===== src/rtl/uart_line_echo.sv =====
`default_nettype none
// +----------------------------------------------------------------------------+
// | uart_line_echo: buffers one RX line, echoes it offset by OFFSET, then EOL. |
// | Revision: 1.0                                                              |
// +----------------------------------------------------------------------------+
module uart_line_echo #(
  parameter int          DEPTH  = 64,
  parameter int          ADDR_W = 6,
  parameter logic [7:0]  OFFSET = 8'h01,
  parameter logic [7:0]  EOL    = 8'h0D
) (
  input  logic              clk,
  input  logic              rst,
  input  logic              rx_empty,
  input  logic [7:0]        rd_data,
  output logic              rd_uart,
  input  logic              tx_full,
  output logic              wr_uart,
  output logic [7:0]        wr_data,
  output logic [ADDR_W:0]   line_len,
  output logic              busy,
  output logic              overflow
);

  localparam logic [1:0]      S_COLLECT  = 2'd0;
  localparam logic [1:0]      S_SEND     = 2'd1;
  localparam logic [1:0]      S_SEND_EOL = 2'd2;
  localparam logic [ADDR_W:0] C_DEPTH    = (ADDR_W+1)'(DEPTH);
  localparam logic [ADDR_W:0] C_ONE      = (ADDR_W+1)'(1);

  logic [1:0]      state_q, state_d;
  logic [ADDR_W:0] cnt_q, cnt_d;
  logic [ADDR_W:0] idx_q, idx_d;
  logic [ADDR_W:0] line_len_q, line_len_d;
  logic            mem_we;
  logic [7:0]      mem_rd;
  logic [7:0]      mem_q [DEPTH];

  // Strobes are gated by rst so nothing moves while reset is held.
  always_comb begin
    state_d    = state_q;
    cnt_d      = cnt_q;
    idx_d      = idx_q;
    line_len_d = line_len_q;
    rd_uart    = 1'b0;
    wr_uart    = 1'b0;
    wr_data    = 8'h00;
    overflow   = 1'b0;
    busy       = 1'b0;
    mem_we     = 1'b0;
    mem_rd     = mem_q[idx_q[ADDR_W-1:0]];
    case (state_q)
      S_COLLECT: begin
        rd_uart = !rx_empty && !rst;
        if (rd_uart) begin
          if (rd_data == EOL) begin
            line_len_d = cnt_q;
            idx_d      = '0;
            state_d    = (cnt_q != '0) ? S_SEND : S_SEND_EOL;
          end else if (cnt_q < C_DEPTH) begin
            mem_we = 1'b1;
            cnt_d  = cnt_q + C_ONE;
          end else begin
            overflow = 1'b1;
          end
        end
      end
      S_SEND: begin
        busy    = !rst;
        wr_uart = !tx_full && !rst;
        wr_data = mem_rd + OFFSET;
        if (wr_uart) begin
          idx_d = idx_q + C_ONE;
          if (idx_q == line_len_q - C_ONE) begin
            state_d = S_SEND_EOL;
          end
        end
      end
      S_SEND_EOL: begin
        busy    = !rst;
        wr_uart = !tx_full && !rst;
        wr_data = EOL;
        if (wr_uart) begin
          cnt_d   = '0;
          state_d = S_COLLECT;
        end
      end
      default: state_d = S_COLLECT;
    endcase
  end

  always_ff @(posedge clk or posedge rst) begin
    if (rst) begin
      state_q    <= S_COLLECT;
      cnt_q      <= '0;
      idx_q      <= '0;
      line_len_q <= '0;
    end else begin
      state_q    <= state_d;
      cnt_q      <= cnt_d;
      idx_q      <= idx_d;
      line_len_q <= line_len_d;
    end
  end

  // Line storage carries no reset; contents are meaningless until written.
  always_ff @(posedge clk) begin
    if (mem_we) begin
      mem_q[cnt_q[ADDR_W-1:0]] <= rd_data;
    end
  end

  assign line_len = line_len_q;

endmodule
`default_nettype wire


===== config.mk =====
export PLATFORM = sky130hd
export DESIGN_NAME = uart_line_echo
export DESIGN_NICKNAME = d
export VERILOG_FILES = /design/src/rtl/uart_line_echo.sv
export SDC_FILE = /design/constraint.sdc
export NUM_CORES = 1
export LEC_CHECK = 0
export BUFFER_PORTS_ARGS = -buffer_cell sky130_fd_sc_hd__buf_2
export CAP_MARGIN = 10
export CORE_MARGIN = 4
export CORE_UTILIZATION = 50
export DETAILED_ROUTE_END_ITERATION = 7
export GPL_ROUTABILITY_DRIVEN = 0
export PLACE_DENSITY = 0.66
export SYNTH_ARGS = -nofsm -noshare
export SYNTH_HDL_FRONTEND = slang
export SYNTH_SLANG_ARGS = --single-unit

===== constraint.sdc =====
create_clock -name clk -period 8.6 [get_ports clk]
set_input_delay 1.29 -clock clk [delete_from_list [all_inputs] [get_ports clk]]
set_output_delay 1.29 -clock clk [all_outputs]
set_load 0.005 [all_outputs]

==> Implementation_results.wiki <==
{| class="wikitable"
! Metric !! Value
|-
| Number of inserted filler cells in the final layout || 3234
|-
| Number of antenna violations at the first check in global routing || 1
|-
| Clock tree from TritonCTS || done
|-
| Count of unique library cells instantiated by Yosys || 67
|-
| Final total power || 7.09 mW
|-
| Setup crit start kind || register
|-
| Die height || 217 um
|-
| CTS max path bufs || 3
|-
| Crit Path Category || register to primary output
|-
| Required time worst endpoint || 7.31 ns
|-
| H-tree Lvls || 2
|-
| Share of the yosys chip area belonging to registers || 73.2%
|-
| Standard-cell rows || 76
|-
| Data arrival time of the worst path || 4.52 ns
|-
| Top-level I/O count || 31
|-
| Largest net degree at the start of global routing || 66
|-
| Critical path cell sequence || buf_12, mux4_2, and2_0, a2111oi_0, or4_1, nand2_1, ha_1, inv_1, xnor2_1, a21oi_1, nor2b_1, buf_2
|-
| Hold-critical path endpoint || line_len[1]$_DFFE_PP0P_
|-
| Number of diodes || 0
|-
| Total iterations of the first detailed-routing run || 5
|-
| Power per standard cell area || 293 nW/um^2
|-
| Maximum clock rate || 172 MHz
|-
| Share of final-layout standard cells stronger than drive strength 1 || 21.8%
|-
| Overall fraction of global-route tracks in use || 21.9%
|-
| Commonest non-fill, non-tap cells in the layout || 512 x edfxtp_1, 110 x mux4_2, 97 x nor2_1
|-
| Cell Area, Synth || 21800 um^2
|-
| Routed wire per std cell || 28.1 um
|-
| Via count of the routed design || 11000
|-
| WP buf/inv || 3
|-
| Ys Warns || 0
|-
| Total wirelength of the detailed-routed design || 50.6 mm
|-
| Number of design-rule violations left by the first detailed-router iteration || 1437
|-
| Number of failing setup endpoints in the final timing report || 0
|-
| Number of enable flip-flop cells after synthesis || 512
|-
| Cell count after synthesis || 1127
|-
| Largest stage delay, worst path || 1.01 ns
|-
| Standard cell with the maximum stage delay on the critical path || dfrtp_4
|-
| Crit. End Element || primary output
|-
| Port Buffers || 30
|-
| Total grt overflow || 0
|-
| Post-CTS Setup Inserts || 0
|-
| Synthesized net count || 1147
|-
| RR Startpoint || state_q[0]$_DFFE_PP0P_
|-
| Vias in the first global route || 11000
|-
| Post-route antenna net violation count || 0
|-
| Fin Clk Skew || 0.0152 ns
|-
| Setup WS pre-CTS || 3.39 ns
|-
| Number of DRC violations after detailed routing || 0
|-
| Final sum of negative setup slack || 0 ns
|-
| Async S/R FF share, synth || 4.30%
|-
| Seq cells post-synth || 535
|-
| Post-layout min period || 5.81 ns
|-
| Fin. Hold Viols || 0
|-
| Source of the critical timing path || idx_q[0]$_DFFE_PP0P_
|-
| Chip Width || 217 um
|-
| Critical R2R Capture || mem_q[30][3]$_DFFE_PP_
|-
| Hold path startpoint || line_len[1]$_DFFE_PP0P_
|-
| Setup repair after global routing missed its margin || no
|-
| Share of the clock period used by the worst path after layout || 67.5%
|-
| Commonest register cell after synthesis || edfxtp_1
|-
| Cell chosen for the clock root || clkbuf_16
|-
| Post-Place Cells || 1704
|-
| Resize count post-CTS || 0
|-
| R2R Setup Slk || 5.00 ns
|-
| Full die area || 47000 um^2
|-
| Clock transition at path regs || 0.06 ns
|-
| Status || completed
|-
| Cell taking the most area after synthesis || edfxtp_1
|-
| Largest cells by area after synthesis || edfxtp_1 71%, mux4_2 11%, dfrtp_1 2.6%
|-
| Number of buffers inserted by hold repair at cts || 0
|-
| Non-Filler Instances || 1801
|-
| Peak supply drop || 0.000179 V
|-
| Max-capacitance violation count || 0
|-
| Final-report max-slew violation count || 0
|-
| Clock latency at the later pin of the worst-skew pair || 0.59 ns
|-
| Transition time at the pin with the least slew margin || 1.02 ns
|-
| Core box area || 43100 um^2
|-
| Cell count of the worst reg-to-reg path || 8
|-
| Sink Count || 535
|-
| Largest fanout on the critical path || 38
|-
| Max-slew headroom at the worst pin || 31.7%
|-
| Clock buffer count from CTS || 53
|-
| NumNets Final || 1194
|-
| Kind of path behind the tightest hold check || register to register
|-
| Wire length of the first global-routing pass || 75.2 mm
|-
| Post-detailed-route via-to-cell ratio || 6.12
|-
| Starting density of the core || 50.6%
|-
| Most frequent standard cell in the layout excluding fill and tap cells || edfxtp_1
|-
| Setup slack after layout || 2.79 ns
|-
| Portion of synthesized cell area occupied by the leading cell type || 70.6%
|-
| Worst hold slack across all endpoints || 0.541 ns
|-
| Hold path depth || 2
|-
| Family with the most delay on the worst path || flip-flops
|-
| Syn avg cell area || 19.3 um^2
|-
| Leakage || 7.62 nW
|-
| Layout Area Growth over Synthesis || 10.9%
|-
| HPWL reported at the end of detailed placement || 30.8 mm
|}
==> worst max-delay path by stage <==
stage	endpoint	slack, ns	cells after the start
after global placement	wr_data[2]	3.42	12
after floorplan	wr_data[6]	4.68	9
after CTS	wr_data[2]	2.74	12
after global routing	wr_data[2]	2.56	12
after detailed placement	wr_data[2]	3.39	12
final	wr_data[2]	2.79	12
==> cells in the mapped netlist (3+ instances only) <==
| master | count |
|---|---|
| edfxtp_1 | 512 |
| nor2_1 | 97 |
| and2_0 | 3 |
| nor3b_1 | 3 |
| nand3b_1 | 6 |
| mux2i_1 | 36 |
| a31oi_1 | 5 |
| a22oi_1 | 12 |
| or3_1 | 4 |
| ha_1 | 8 |
| and3_1 | 5 |
| o211ai_1 | 4 |
| inv_1 | 15 |
| nand3_1 | 17 |
| xnor2_1 | 10 |
| o22ai_1 | 5 |
| dfrtp_1 | 23 |
| buf_12 | 6 |
| clkbuf_1 | 9 |
| nor3_1 | 10 |
| buf_4 | 9 |
| nand2b_1 | 4 |
| xor2_1 | 8 |
| mux2_2 | 11 |
| o2111ai_1 | 4 |
| buf_2 | 20 |
| a21oi_1 | 12 |
| nor2b_1 | 12 |
| mux4_1 | 12 |
| and2_1 | 7 |
| buf_1 | 5 |
| a221o_1 | 7 |
| buf_6 | 5 |
| mux4_2 | 110 |
| o21ai_0 | 20 |
| a221oi_1 | 5 |
| buf_8 | 3 |
| nand4_1 | 6 |
| nand2_1 | 41 |
==> worst min-delay path, cell delays in order, from the launching register on <==
cell and delay [ns]:
dfrtp_1 0.38, nand2_1 0.06, o21ai_0 0.07
==> registers in the layout, indices dropped and copies added (netlist names) <==
signal / flops
idx_q: 7
line_len: 7
cnt_q: 7
mem_q: 512
state_q: 2
==> cell families after synthesis <==
family	synth area share, %
compound gates	3.23
xor+xnor	0.724
fa+ha+maj	0.460
buf+inv	2.30
flops	73.2
mux	15.0
simple gates	4.98
==> report_power, final <==
group / switching [mW] / internal (mW) / leakage (nW) / total, mW
Clock: 0.964 / 1.37 / 0.845 / 2.33
Combinational: 1.00 / 0.724 / 1.87 / 1.73
Sequential: 0.135 / 2.89 / 4.90 / 3.03
==> per-layer routing <==
metal	GRT usage [%]	share of wire, %	up-vias
met3	3.83	8.0	81
met5	0	0	-
li1	-	-	4698
met2	32.9	47	508
met1	33.5	43	5744
met4	6.23	2.5	0
==> per-stage QoR <==
step | utilization [%] | cell area (um^2)
floorplan | - | 21800
global placement | 52.0 | 22400
detailed placement | 52.0 | 22400
CTS | 56.1 | 24200
global route | 56.1 | 24200
finish | 56.1 | 24200
==> cell type report <==
class | count | area [um^2] | area share (%)
Clock buffer | 58 | 1350 | 5.57
Tap cell | 585 | 732 | 3.03
Timing Repair Buffer | 49 | 330 | 1.37
Inverter | 16 | 60.1 | 0.249
Multi-Input combinational cell | 519 | 5320 | 22.0
Sequential cell | 535 | 16000 | 66.1
Clock inverter | 39 | 404 | 1.67
Note: power is estimated with default switching activity, not from simulation.
